## config.mk

```make
export PLATFORM = sky130hd
export DESIGN_NAME = snn_frame_ctrl
export DESIGN_NICKNAME = d
export VERILOG_FILES = /design/src/rtl/snn_frame_ctrl.sv
export SDC_FILE = /design/constraint.sdc
export NUM_CORES = 1
export LEC_CHECK = 0
export CELL_PAD_IN_SITES_DETAIL_PLACEMENT = 1
export CELL_PAD_IN_SITES_GLOBAL_PLACEMENT = 2
export CORE_UTILIZATION = 30
export CTS_CLUSTER_SIZE = 40
export DETAILED_ROUTE_END_ITERATION = 16
export GPL_ROUTABILITY_DRIVEN = 0
export HOLD_SLACK_MARGIN = 0.03
export PLACE_DENSITY = 0.82
export SLEW_MARGIN = 20
export SYNTH_ARGS = -nofsm -noshare
export SYNTH_HDL_FRONTEND = slang
export SYNTH_SLANG_ARGS = --single-unit
```

## constraint.sdc

```tcl
create_clock -name clk -period 2.9 [get_ports clk]
set_input_delay 0.58 -clock clk [delete_from_list [all_inputs] [get_ports clk]]
set_output_delay 0.58 -clock clk [all_outputs]
set_load 0.01 [all_outputs]
```

## src/rtl/snn_frame_ctrl.sv

```systemverilog
// snn_frame_ctrl
// Sequences one SNN inference per UART frame:
//   collect NUM_BYTES image bytes -> pulse core_start -> wait core_done
//   -> send the classified digit through uart_tx -> back to collecting.
// This block owns the frame byte counter and the partial-frame idle timeout.
//
// Ports
//   clk, rst        system clock, synchronous active-high reset
//   rx_rdy/rx_data  one-cycle strobe plus the received byte
//   ram_we/ram_waddr/ram_wdata
//                   registered input-RAM write port (one cycle after rx_rdy)
//   core_start      one-cycle pulse that starts inference on the RAM contents
//   core_done/core_digit
//                   one-cycle pulse from the core with the classified digit
//   tx_start/tx_data
//                   one-cycle pulse to uart_tx; tx_data is held until the next send
//   tx_rdy          uart_tx idle (high means a new byte may be started)
//   busy            high in every state except RECV
//   frame_err       sticky: byte dropped while busy, or partial frame timed out
//   state_dbg       current FSM state encoding (RECV=0 .. WAIT_TX=4)
//
// Handshakes: rx_rdy, core_start, core_done and tx_start are single-cycle
// strobes with no back-pressure. The only flow control is tx_rdy: a byte is
// launched only while tx_rdy is high, and the transmitter is considered
// finished once tx_rdy has been seen low and then high again.
module snn_frame_ctrl #(
    parameter int NUM_BYTES    = 98,
    parameter int ADDR_W       = 7,
    parameter int TIMEOUT_CYC  = 100000,
    parameter bit RESULT_ASCII = 1'b1
) (
    input  logic              clk,
    input  logic              rst,
    input  logic              rx_rdy,
    input  logic [7:0]        rx_data,
    output logic              ram_we,
    output logic [ADDR_W-1:0] ram_waddr,
    output logic [7:0]        ram_wdata,
    output logic              core_start,
    input  logic              core_done,
    input  logic [3:0]        core_digit,
    output logic              tx_start,
    output logic [7:0]        tx_data,
    input  logic              tx_rdy,
    output logic              busy,
    output logic              frame_err,
    output logic [2:0]        state_dbg
);

    localparam int                TO_W     = $clog2(TIMEOUT_CYC + 1);
    localparam logic [ADDR_W-1:0] LAST_IDX = ADDR_W'(NUM_BYTES - 1);
    localparam logic [TO_W-1:0]   TO_LIMIT = TO_W'(TIMEOUT_CYC);

    typedef enum logic [2:0] {
        S_RECV      = 3'd0,
        S_START     = 3'd1,
        S_WAIT_CORE = 3'd2,
        S_SEND      = 3'd3,
        S_WAIT_TX   = 3'd4
    } state_t;

    state_t            state_q, state_d;
    logic [ADDR_W-1:0] count_q, count_d;
    logic [TO_W-1:0]   tcnt_q, tcnt_d;
    logic              ram_we_q, ram_we_d;
    logic [ADDR_W-1:0] ram_waddr_q, ram_waddr_d;
    logic [7:0]        ram_wdata_q, ram_wdata_d;
    logic              core_start_q, core_start_d;
    logic              tx_start_q, tx_start_d;
    logic [7:0]        tx_data_q, tx_data_d;
    logic [3:0]        digit_q, digit_d;
    logic              frame_err_q, frame_err_d;
    logic              seen_low_q, seen_low_d;

    logic              timeout_hit;
    logic [ADDR_W-1:0] wr_idx;

    always_ff @(posedge clk) begin
        if (rst) begin
            state_q      <= S_RECV;
            count_q      <= '0;
            tcnt_q       <= '0;
            ram_we_q     <= 1'b0;
            ram_waddr_q  <= '0;
            ram_wdata_q  <= '0;
            core_start_q <= 1'b0;
            tx_start_q   <= 1'b0;
            tx_data_q    <= '0;
            digit_q      <= '0;
            frame_err_q  <= 1'b0;
            seen_low_q   <= 1'b0;
        end else begin
            state_q      <= state_d;
            count_q      <= count_d;
            tcnt_q       <= tcnt_d;
            ram_we_q     <= ram_we_d;
            ram_waddr_q  <= ram_waddr_d;
            ram_wdata_q  <= ram_wdata_d;
            core_start_q <= core_start_d;
            tx_start_q   <= tx_start_d;
            tx_data_q    <= tx_data_d;
            digit_q      <= digit_d;
            frame_err_q  <= frame_err_d;
            seen_low_q   <= seen_low_d;
        end
    end

    always_comb begin
        state_d      = state_q;
        count_d      = count_q;
        tcnt_d       = tcnt_q;
        ram_we_d     = 1'b0;
        ram_waddr_d  = ram_waddr_q;
        ram_wdata_d  = ram_wdata_q;
        core_start_d = 1'b0;
        tx_start_d   = 1'b0;
        tx_data_d    = tx_data_q;
        digit_d      = digit_q;
        frame_err_d  = frame_err_q;
        seen_low_d   = seen_low_q;
        timeout_hit  = 1'b0;
        wr_idx       = count_q;

        // Any byte arriving outside RECV is lost; remember that.
        if (rx_rdy && (state_q != S_RECV)) begin
            frame_err_d = 1'b1;
        end

        case (state_q)
            S_RECV: begin
                // tcnt holds the number of idle cycles since the last byte of a
                // partial frame; the cycle in which it equals TIMEOUT_CYC is the
                // expiry cycle. An empty frame (count 0) keeps tcnt at 0.
                timeout_hit = (count_q != '0) && (tcnt_q == TO_LIMIT);
                if (timeout_hit) begin
                    frame_err_d = 1'b1;
                    count_d     = '0;
                    tcnt_d      = '0;
                end else if ((count_q != '0) && !rx_rdy) begin
                    tcnt_d = tcnt_q + 1'b1;
                end

                if (rx_rdy) begin
                    // A byte landing on the expiry cycle starts a fresh frame.
                    wr_idx      = timeout_hit ? '0 : count_q;
                    ram_we_d    = 1'b1;
                    ram_waddr_d = wr_idx;
                    ram_wdata_d = rx_data;
                    tcnt_d      = '0;
                    if (wr_idx == LAST_IDX) begin
                        count_d = '0;
                        state_d = S_START;
                    end else begin
                        count_d = wr_idx + 1'b1;
                    end
                end
            end

            S_START: begin
                // Entered right after the last byte was sampled, so the pulse
                // appears the cycle after the last RAM write.
                core_start_d = 1'b1;
                state_d      = S_WAIT_CORE;
            end

            S_WAIT_CORE: begin
                if (core_done) begin
                    digit_d = core_digit;
                    state_d = S_SEND;
                end
            end

            S_SEND: begin
                if (tx_rdy) begin
                    tx_start_d = 1'b1;
                    tx_data_d  = RESULT_ASCII ? (8'h30 + {4'h0, digit_q})
                                              : {4'h0, digit_q};
                    seen_low_d = 1'b0;
                    state_d    = S_WAIT_TX;
                end
            end

            S_WAIT_TX: begin
                // tx_start_q is high in the first WAIT_TX cycle; uart_tx has
                // not reacted yet, so tx_rdy is meaningless there.
                if (!tx_start_q) begin
                    if (!seen_low_q) begin
                        if (!tx_rdy) begin
                            seen_low_d = 1'b1;
                        end
                    end else if (tx_rdy) begin
                        seen_low_d = 1'b0;
                        count_d    = '0;
                        state_d    = S_RECV;
                    end
                end
            end

            default: begin
                state_d = S_RECV;
            end
        endcase
    end

    assign ram_we     = ram_we_q;
    assign ram_waddr  = ram_waddr_q;
    assign ram_wdata  = ram_wdata_q;
    assign core_start = core_start_q;
    assign tx_start   = tx_start_q;
    assign tx_data    = tx_data_q;
    assign busy       = (state_q != S_RECV);
    assign frame_err  = frame_err_q;
    assign state_dbg  = state_q;

endmodule

```

==> results list <==
* Crit Path Category: reg -> reg
- The final layout contains routed wiring with a total length of 6586 um.
- Clock-pin slew was measured on the worst setup and hold paths at 0.10 ns.
- Broken down by cell family, the worst path's largest delay share belongs to simple AND/OR/NAND/NOR gates.
- Min Tclk post-route: 2.480 ns
* Highest attainable clock frequency: 403.2 MHz
- Between clock sinks in the finished design, the worst skew comes to 0.003412 ns.
- Cell taking the most area after synthesis: sky130_fd_sc_hd__dfxtp_1
- Max-cap check violation count: 0
- The number of clock buffers added by TritonCTS is 5.
* Critical path, cell by cell: inv_1, ha_1, nor4b_1, nand4_1, and2_1, ha_1, nand4_1, or2_2, nor4_1, a21oi_1, a21oi_1
* Yosys cell types: 45
- Number of synthesized flops with an enable pin: 0
* Data required time at the worst endpoint: 3.15 ns
- H-tree Lvls: 2
- ANT cells: 0
- The commonest cells after synthesis are sky130_fd_sc_hd__dfxtp_1 (56), sky130_fd_sc_hd__nand2_1 (55), sky130_fd_sc_hd__nor2_1 (30).
- Combined buffer and inverter count along the critical path: 1
- The clock passes through at most 2 buffers.
- Synthesis handed over a netlist of 325 instances.
- Most instantiated library cell after synthesis: sky130_fd_sc_hd__dfxtp_1
- Measured against its own limit, the worst slew margin works out to 57.37%.
- Violation count after the first detailed-route iteration: 66
- Final count of hold timing violations: 0
* Setup repair after global routing missed its margin: no
- Drt first pass iters: 6
- Ys async rst share: 0%
* Std-Cell Rows: 34
- Synth Cell Area: 2666 um^2
- After detailed routing, the number of vias per cell comes to 5.159.
* Number of hold-repair buffers added at the cts stage: 0
- VDD sags by at most 0.1790 mV.
* Final critical-path setup slack: 0.4201 ns
- Wire length of the first global-routing pass: 11140 um
- Final setup viols: 0
* Signal arrival time at the worst endpoint: 2.73 ns
- The final route contains 2435 vias.
- The initial utilization of the core area, before any placement, comes to 30.72%.
- Summed over all cells, the static leakage comes to 1.130 nW.
* Slowest cell delay on critical path: 0.40 ns
- The worst hold path belongs to the class reg -> reg.
- Once detail routing completed, the nets flagged for antenna violations numbered 0.
- The slowest stage of the critical path belongs to the cell sky130_fd_sc_hd__dfxtp_1.
- Of the available clock period, the critical path in the final layout requires 85.51%.
- At the later pin of the worst-skew pair, clock insertion delay measures 0.31 ns.
- Standard cell core area: 8678 um^2
* Pre-CTS WS: 0.3647 ns
- Top FF cell, synth: sky130_fd_sc_hd__dfxtp_1
* Warning count from the yosys run: 0
- The number of global-route vias before repair came to 2411.
- In this run the clock root is driven by a sky130_fd_sc_hd__clkbuf_8.
- Of the cells placed in the final design, the portion with a size suffix greater than 1 is 7.418%.
* Share of the synthesized area in the top cell type: 42.05%
* Buffers inserted by post-CTS timing repair: 0
- Growth of design area from synthesis to finish: 23.56%
- TritonCTS clock tree: built
- In the global route stage, overall resource usage came out at 15.44%.
- The total overflow left after global routing is 0.
* Worst Tran Pin Value: 0.6378 ns
- Die extent in x: 96.28 um
- Final total negative setup slack: 0 ns
- The worst setup path is captured at a flip-flop.
- The total count of max-transition violations in the final report was 0.
- Entering global routing, the biggest net connects 23 pins.
* Number of antenna violations at the first check in global routing: 0
* DP Wirelength: 4787 um
- Power spread over the standard cell area amounts to 400.5 nW/um^2.
- Part of the Yosys area used for sequential elements: 42.05%
- For this design, the sink count on the clock tree is 56.
- Die span in y: 96.28 um
* Cell types with the largest area share after synthesis: sky130_fd_sc_hd__dfxtp_1 (42%), sky130_fd_sc_hd__nand2_1 (7.7%), sky130_fd_sc_hd__a21oi_1 (5.3%)
- In this run the mean area of a mapped cell was 8.204 um^2.
* Max FO, Critical Path: 8
- CTS resizes: 0
- Nature of the critical path startpoint: flip-flop
- The floorplan step defined a die boundary enclosing 9269 um^2.
* Final cell utilization of the core: 37.96%
- Run status: completed
- Buffers on Ports: 45
- For this run, design rule violations remaining after detail routing come to 0.
* Detail-routed net length per standard cell: 13.95 um
- Register bit count reported by yosys: 56
* I/O pin total: 48
- The final layout contains 384 nets.
==> per-stage QoR <==
step,cells,total power [W],hold slack (ns),area (um^2)
after CTS,472,0.001348,0.4592,3294
after global routing,472,0.001385,0.4778,3294
after floorplan,326,0.0008682,0.4313,2670
final,472,0.001320,0.4571,3294
after detailed placement,465,0.0009260,0.4447,3213
after global placement,465,0.0009245,0.4406,3213
==> state kept, by name, summed over array words and instances, names as in the netlist, 3 cells and up <==
register	cells
ram_wdata	8
ram_waddr	7
count_q	7
tcnt_q	17
state_dbg	3
tx_data	5
digit_q	4
==> cell type report <==
class                           count  area [um^2]
Inverter                            8        32.53
Timing Repair Buffer               55        525.5
Clock inverter                      2        12.51
Fill cell                        1076         5384
Multi-Input combinational cell    238         1399
Clock buffer                        5        68.82
Tap cell                          108        135.1
Sequential cell                    56         1121
==> cell usage in the layout (no fill, tap or decap), drive strengths merged, types with 8 or more instances in the layout <==
cell	synthesis	layout
nor2	30	30
clkdlybuf4s50	0	45
buf	9	10
a21oi	28	28
xor2	9	9
nand2	55	55
nand3	18	18
dfxtp	56	56
nor3	8	8
inv	8	8
nand4	11	11
o21ai	11	11
==> per-layer routing <==
metal  part of all wire, %  vias up  track usage [%]
li1                      -     1208                -
met1                    48     1192            19.48
met2                    48       28            26.12
met3                   2.5        7            2.923
met4                   1.4        0            5.348
met5                     0        -                0
==> worst min-delay path: cells and delay by family (launching register included) <==
family	cells	cell delay, ns
AO/OA/AOI/OAI	1	0.05
flip-flops	1	0.32
AND/OR/NAND/NOR	1	0.05
==> power breakdown <==
part / total (W) / internal [W] / switching, W
logic: 0.000118 / 0.0000549 / 0.0000633
clock network: 0.000414 / 0.000164 / 0.000249
registers: 0.000788 / 0.000780 / 0.00000823
total: 0.00132 / 0.000999 / 0.000321
==> kinds of logic after synthesis <==
| group | synth area share, % |
|---|---|
| adder cells (fa/ha/maj) | 1.408 |
| XOR/XNOR | 3.614 |
| flip-flops | 42.05 |
| multiplexers | 2.628 |
| AND/OR/NAND/NOR | 32.85 |
| AO/OA/AOI/OAI | 11.68 |
| other | 0.1406 |
| buffers and inverters | 5.632 |
==> worst paths after layout <==
path / endpoint / slack [ns] / start / depth (start not counted)
setup / recovery: count_q[6] / 0.42 / tcnt_q[0] / 11
hold / removal: ram_waddr[5] / 0.46 / ram_waddr[5] / 2
setup reg to reg: count_q[6] / 0.42 / tcnt_q[0] / 11
hold reg to reg: ram_waddr[5] / 0.46 / ram_waddr[5] / 2
(Power assumes the default switching activity.)
